===== config.mk =====
export PLATFORM = sky130hd
export DESIGN_NAME = fetch_sequencer
export DESIGN_NICKNAME = d
export VERILOG_FILES = /design/src/rtl/fetch_sequencer.sv
export SDC_FILE = /design/constraint.sdc
export NUM_CORES = 1
export LEC_CHECK = 0
export ABC_AREA = 1
export ABC_CLOCK_PERIOD_IN_PS = 2300
export CELL_PAD_IN_SITES_DETAIL_PLACEMENT = 1
export CELL_PAD_IN_SITES_GLOBAL_PLACEMENT = 1
export CORE_ASPECT_RATIO = 0.6
export CORE_MARGIN = 5
export CORE_UTILIZATION = 28
export DETAILED_ROUTE_END_ITERATION = 8
export GPL_ROUTABILITY_DRIVEN = 0
export PLACE_DENSITY_LB_ADDON = 0.2
export SYNTH_ARGS = -nofsm -noshare
export SYNTH_HDL_FRONTEND = slang
export SYNTH_SLANG_ARGS = --single-unit

===== constraint.sdc =====
create_clock -name clk -period 2.3 [get_ports clk]
set_clock_uncertainty 0.2 [all_clocks]
set_input_delay 0.23 -clock clk [delete_from_list [all_inputs] [get_ports clk]]
set_output_delay 0.23 -clock clk [all_outputs]
set_load 0.02 [all_outputs]

===== src/rtl/fetch_sequencer.sv =====
// Fetch-stage sequencer for a req/ack instruction memory: one request per PC, best case 2 cycles/instr.
// Stalls PC while a fetch is outstanding; ext_stall holds DELIVER. FETCH_TIMEOUT_EN adds a wait timeout into HALT.
module fetch_sequencer #(
  parameter logic [31:0] NOP_INSTR      = 32'h00000013,
  parameter int          TIMEOUT_CYCLES = 64
) (
  input  logic        clk,
  input  logic        rst,
  input  logic [31:0] pc_cur,
  input  logic        redirect,
  input  logic        ext_stall,
  output logic        mem_req,
  output logic [31:0] mem_addr,
  input  logic        mem_ack,
  input  logic [31:0] mem_rdata,
  output logic [31:0] instr,
  output logic        instr_valid,
  output logic        fetch_stall,
  output logic        flush_d,
  output logic        fetch_err
);

  localparam logic [2:0] ISSUE   = 3'd0;
  localparam logic [2:0] WAIT    = 3'd1;
  localparam logic [2:0] DELIVER = 3'd2;
  localparam logic [2:0] DRAIN   = 3'd3;
  localparam logic [2:0] HALT    = 3'd4;

  logic [2:0]  state;
  logic [2:0]  stateNext;
  logic [31:0] instrQ;
  logic [31:0] addrQ;
  logic        ownStall;
  logic        reqPhase;
  logic        halted;
  logic        capture;

`ifdef FETCH_TIMEOUT_EN
  logic [7:0] waitCnt;
  logic       fetchErrQ;
  logic       timeoutHit;

  // Counter holds the number of ack-less WAIT/DRAIN cycles already spent.
  assign timeoutHit = ((state == WAIT) || (state == DRAIN)) && !mem_ack &&
                      (waitCnt == 8'(TIMEOUT_CYCLES - 1));
  assign halted     = (state == HALT);
  assign fetch_err  = fetchErrQ;

  always_ff @(posedge clk or posedge rst) begin
    if (rst) begin
      waitCnt   <= 8'd0;
      fetchErrQ <= 1'b0;
    end else begin
      if (stateNext == ISSUE) begin
        waitCnt <= 8'd0;
      end else if (((state == WAIT) || (state == DRAIN)) && !mem_ack) begin
        waitCnt <= waitCnt + 8'd1;
      end
      if (stateNext == HALT) begin
        fetchErrQ <= 1'b1;
      end
    end
  end
`else
  assign halted    = 1'b0;
  assign fetch_err = 1'b0;
`endif

  always_comb begin
    stateNext = state;
    case (state)
      ISSUE: begin
        if (mem_ack) stateNext = redirect ? ISSUE : DELIVER;
        else         stateNext = redirect ? DRAIN : WAIT;
      end
      WAIT: begin
        if (mem_ack)       stateNext = redirect ? ISSUE : DELIVER;
        else if (redirect) stateNext = DRAIN;
      end
      DELIVER: begin
        if (redirect || !ext_stall) stateNext = ISSUE;
      end
      DRAIN: begin
        // The in-flight word is stale; the protocol still requires waiting for its ack.
        if (mem_ack) stateNext = ISSUE;
      end
`ifdef FETCH_TIMEOUT_EN
      HALT:    stateNext = HALT;
`endif
      default: stateNext = ISSUE;
    endcase
`ifdef FETCH_TIMEOUT_EN
    if (timeoutHit) stateNext = HALT;
`endif
  end

  assign capture = ((state == ISSUE) || (state == WAIT)) && mem_ack && !redirect;

  always_ff @(posedge clk or posedge rst) begin
    if (rst) begin
      state  <= ISSUE;
      instrQ <= NOP_INSTR;
      addrQ  <= 32'd0;
    end else begin
      state <= stateNext;
      if (state == ISSUE) addrQ  <= pc_cur;
      if (capture)        instrQ <= mem_rdata;
    end
  end

  assign reqPhase    = (state == ISSUE) || (state == WAIT) || (state == DRAIN);
  assign ownStall    = (state != DELIVER);
  assign mem_req     = reqPhase && !rst;
  assign mem_addr    = (state == ISSUE) ? pc_cur : addrQ;
  assign instr       = (state == DELIVER) ? instrQ : NOP_INSTR;
  assign instr_valid = (state == DELIVER) && !redirect;
  // Reset and HALT force the PC and F/D register to hold a bubble regardless of redirect.
  assign fetch_stall = rst || halted || ((ownStall || ext_stall) && !redirect);
  assign flush_d     = rst || halted || redirect || (ownStall && !ext_stall);

endmodule


==> impl_metrics.tcl <==
set metrics [dict create \
    ios 138 \
    fmax_mhz 458.7 \
    drive_above_1_share_pct 7.917 \
    ir_worst_vdd_mv 0.5424 \
    htreeDepth 3 \
    clock_path_buffers 2 \
    wl_per_cell_um 13.94 \
    p_seq_share_pct 28.4 \
    max-slew-margin-rel_pct 41.90 \
    grt_pass1_vias 2812 \
    switchingPower_mw 2.837 \
    hp-class "in2reg" \
    p_leak_nw 2.518 \
    drv_cap 0 \
    globalRoute.totalOverflow 0 \
    drt_iter0_drc 71 \
    start_util_pct 28.44 \
    status "complete, no violations" \
    synth_cell_types 20 \
    worst_slack_ps 119.7 \
    cts.sinks 66 \
    cts_tree "built" \
    routed_wl_um 8571 \
    placed_area_um2 4312 \
    period_share_pct 94.79 \
    setup_viol 0 \
    fin_setup_tns_ps 0 \
    die-width_um 138.9 \
    root_buffer "clkbuf_16" \
    syn-cell-area_um2 2790 \
    floorplan.rows 28 \
    start_kind "register" \
    hold_viol 0 \
    crit_slowest_cell "dfrtp_1" \
    setup.worst_path.end_class "primary output" \
    portBuffers 136 \
    arrival_ps 1750 \
    grt_setup_unrepaired "no" \
    instances_no_fill 615 \
    cts_hold_buf 0 \
    cp_max_fo 19 \
    yosysWarnings 0 \
    syn-num-nets 409 \
    p_int_mw 3.961 \
    setup.worst_path.class "reg2out" \
    dpl.hpwl_um 6353 \
    dieArea_um2 12130 \
    synth_cells 338 \
    n_antenna_cell 0 \
    crit_chain "nor2_4 > buf_6 > nand2_1 > nand2_1 > dlygate4sd2_1" \
    cp_common_cell "nand2_1" \
    stdcell_area_um2 4607 \
    cts_made_buffers 9 \
    dp.cells 599 \
    synth.avg_cell_area_um2 8.255 \
    worst_slew_pin_slew_ps 871.5 \
    grt_max_degree 67 \
    period_minus_slack_ps 2180 \
    place_ws_ps 15.46 \
    path_clk_slew_ps 50 \
    vias 2629 \
    ant_nets 0 \
    yosysSeqAreaShare_pct 59.33 \
    syn2layout_area_growth_pct 65.11 \
    drtPass1Iterations 4 \
    drt-vias-per-instance 4.275 \
    cp_data_required_time_ps 1870 \
    slew_violations 0 \
    clk_latency_ps 320 \
    globalRouteTotalUtil_pct 14.27 \
    p_clk_share_pct 21.6 \
    ys_ff_latch 66 \
    p_comb_share_pct 50.0 \
    fin_nets 546 \
    drcViolationCount 0 \
    antenna_found_initial 0 \
    core_um2 9809 \
    grt_pass1_wl_um 13880 \
    fp.dieH_um 87.33 \
    max_stage_delay_ps 460 \
    pwr_density_cell_nw_per_um2 1476 \
    swShare_pct 41.73 \
]
final cells by class:
class / count / area [um2]
clock inverters: 5 / 77.57
inverters: 39 / 157.7
repair buffers: 142 / 1393
clock buffers: 11 / 242.7
multi-input cells: 217 / 910.9
fillers: 1197 / 5202
flip-flops and latches: 66 / 1657
well taps: 135 / 168.9
sequential cells by signal (all words and copies together), names as in the netlist:
name and count:
addrQ 32, instrQ 32, state 2
worst paths after layout:
check                              from           end  slack (ps)  cells after the start
max in group asynchronous           rst      state[1]         840                      3
max reg2reg                    state[1]    instrQ[19]         670                      5
min reg2reg                    addrQ[3]      addrQ[3]         270                      2
min                        mem_rdata[1]     instrQ[1]         240                      3
max                            state[0]  mem_addr[11]         120                      5
min in group asynchronous           rst     instrQ[9]         390                      3
power groups by stage:
| stage | clock (mW) | sequential (mW) | combinational (mW) |
|---|---|---|---|
| after floorplan | 0 | 1.90 | 2.06 |
| after CTS | 1.51 | 1.94 | 3.50 |
| after global routing | 1.56 | 1.99 | 3.75 |
| final | 1.47 | 1.93 | 3.40 |
| after global placement | 0 | 1.92 | 3.77 |
| after detailed placement | 0 | 1.95 | 3.86 |
routing by layer:
| metal | up-vias | GRT usage (%) | wire length [um] |
|---|---|---|---|
| li1 | 1289 | - | - |
| met1 | 1266 | 17.56 | 3892 |
| met2 | 67 | 24.35 | 4192 |
| met3 | 7 | 4.663 | 409 |
| met4 | 0 | 3.996 | 77 |
| met5 | - | 0 | 0 |
cell usage after synthesis:
cell     number  area share, %
conb_1        1           0.13
or2_2         2           0.45
dfrtp_1      63             57
nor2_4        1           0.40
dfstp_2       3            2.8
buf_4         1           0.27
buf_2        15            2.7
o21ai_1       1           0.18
or2_1         1           0.22
a21oi_1      30            5.4
nand3_1       1           0.18
inv_2         3           0.40
nor2_1       63            8.5
o21a_1        1           0.27
inv_1        36            4.8
nand3_2       1           0.36
ha_1          2           0.90
o21ai_0       5           0.90
nand2_1     107             14
nor2_2        1           0.22
kinds of logic (layout without fill, tap and decap cells):
logic type | after synthesis | after routing | synth area share (%)
AND/OR/NAND/NOR | 177 | 177 | 24.71
flip-flops | 66 | 66 | 59.33
AO/OA/AOI/OAI | 37 | 37 | 6.726
other | 1 | 1 | 0.1344
buffers and inverters | 55 | 197 | 8.206
adder cells (fa/ha/maj) | 2 | 2 | 0.8967
layout by cell type, fill, tap and decap left out:
master | Yosys | layout
nand2_1 | 107 | 107
clkdlybuf4s50_1 | 0 | 69
nor2_1 | 63 | 63
dfrtp_1 | 63 | 62
dlygate4sd2_1 | 0 | 42
inv_1 | 36 | 35
a21oi_1 | 30 | 30
dlymetal6s2s_1 | 0 | 12
clkbuf_16 | 0 | 9
clkdlybuf4s15_1 | 0 | 9
o21ai_0 | 5 | 5
clkbuf_2 | 0 | 4
dfstp_2 | 3 | 3
buf_4 | 1 | 3
nor2_4 | 1 | 2
or2_2 | 2 | 2
clkinvlp_4 | 0 | 2
ha_1 | 2 | 2
bufinv_16 | 0 | 2
clkinv_2 | 0 | 2
buf_12 | 0 | 2
inv_2 | 3 | 1
nand3_2 | 1 | 1
inv_6 | 0 | 1
inv_4 | 0 | 1
or2_1 | 1 | 1
nand3_1 | 1 | 1
o21a_1 | 1 | 1
o21ai_1 | 1 | 1
conb_1 | 1 | 1
clkbuf_8 | 0 | 1
clkbuf_1 | 0 | 1
buf_6 | 0 | 1
dfrtp_2 | 0 | 1
stage by stage:
step | power, mW | hold slack [ps] | utilization, %
after floorplan | 3.960 | 128.5 | -
after global placement | 5.692 | 251.4 | 43.95
after detailed placement | 5.813 | 260.8 | 43.95
after CTS | 6.953 | 226.0 | 46.66
after global routing | 7.299 | 239.4 | 46.96
final | 6.798 | 239.1 | 46.96
worst max-delay path, delay by kind of cell (launching register included):
family,cells,cell delay (ps)
buffers and inverters,2,580
AND/OR/NAND/NOR,3,370
flip-flops,1,460
what timing repair did:
| item | 4_1_cts | 5_1_grt |
|---|---|---|
| setup buffers | 0 | 0 |
| endpoints found under the setup margin | 65 | 27 |
| resized for setup | 59 | 31 |
| cloned | 0 | 0 |
Note: power is estimated with default switching activity, not from simulation.
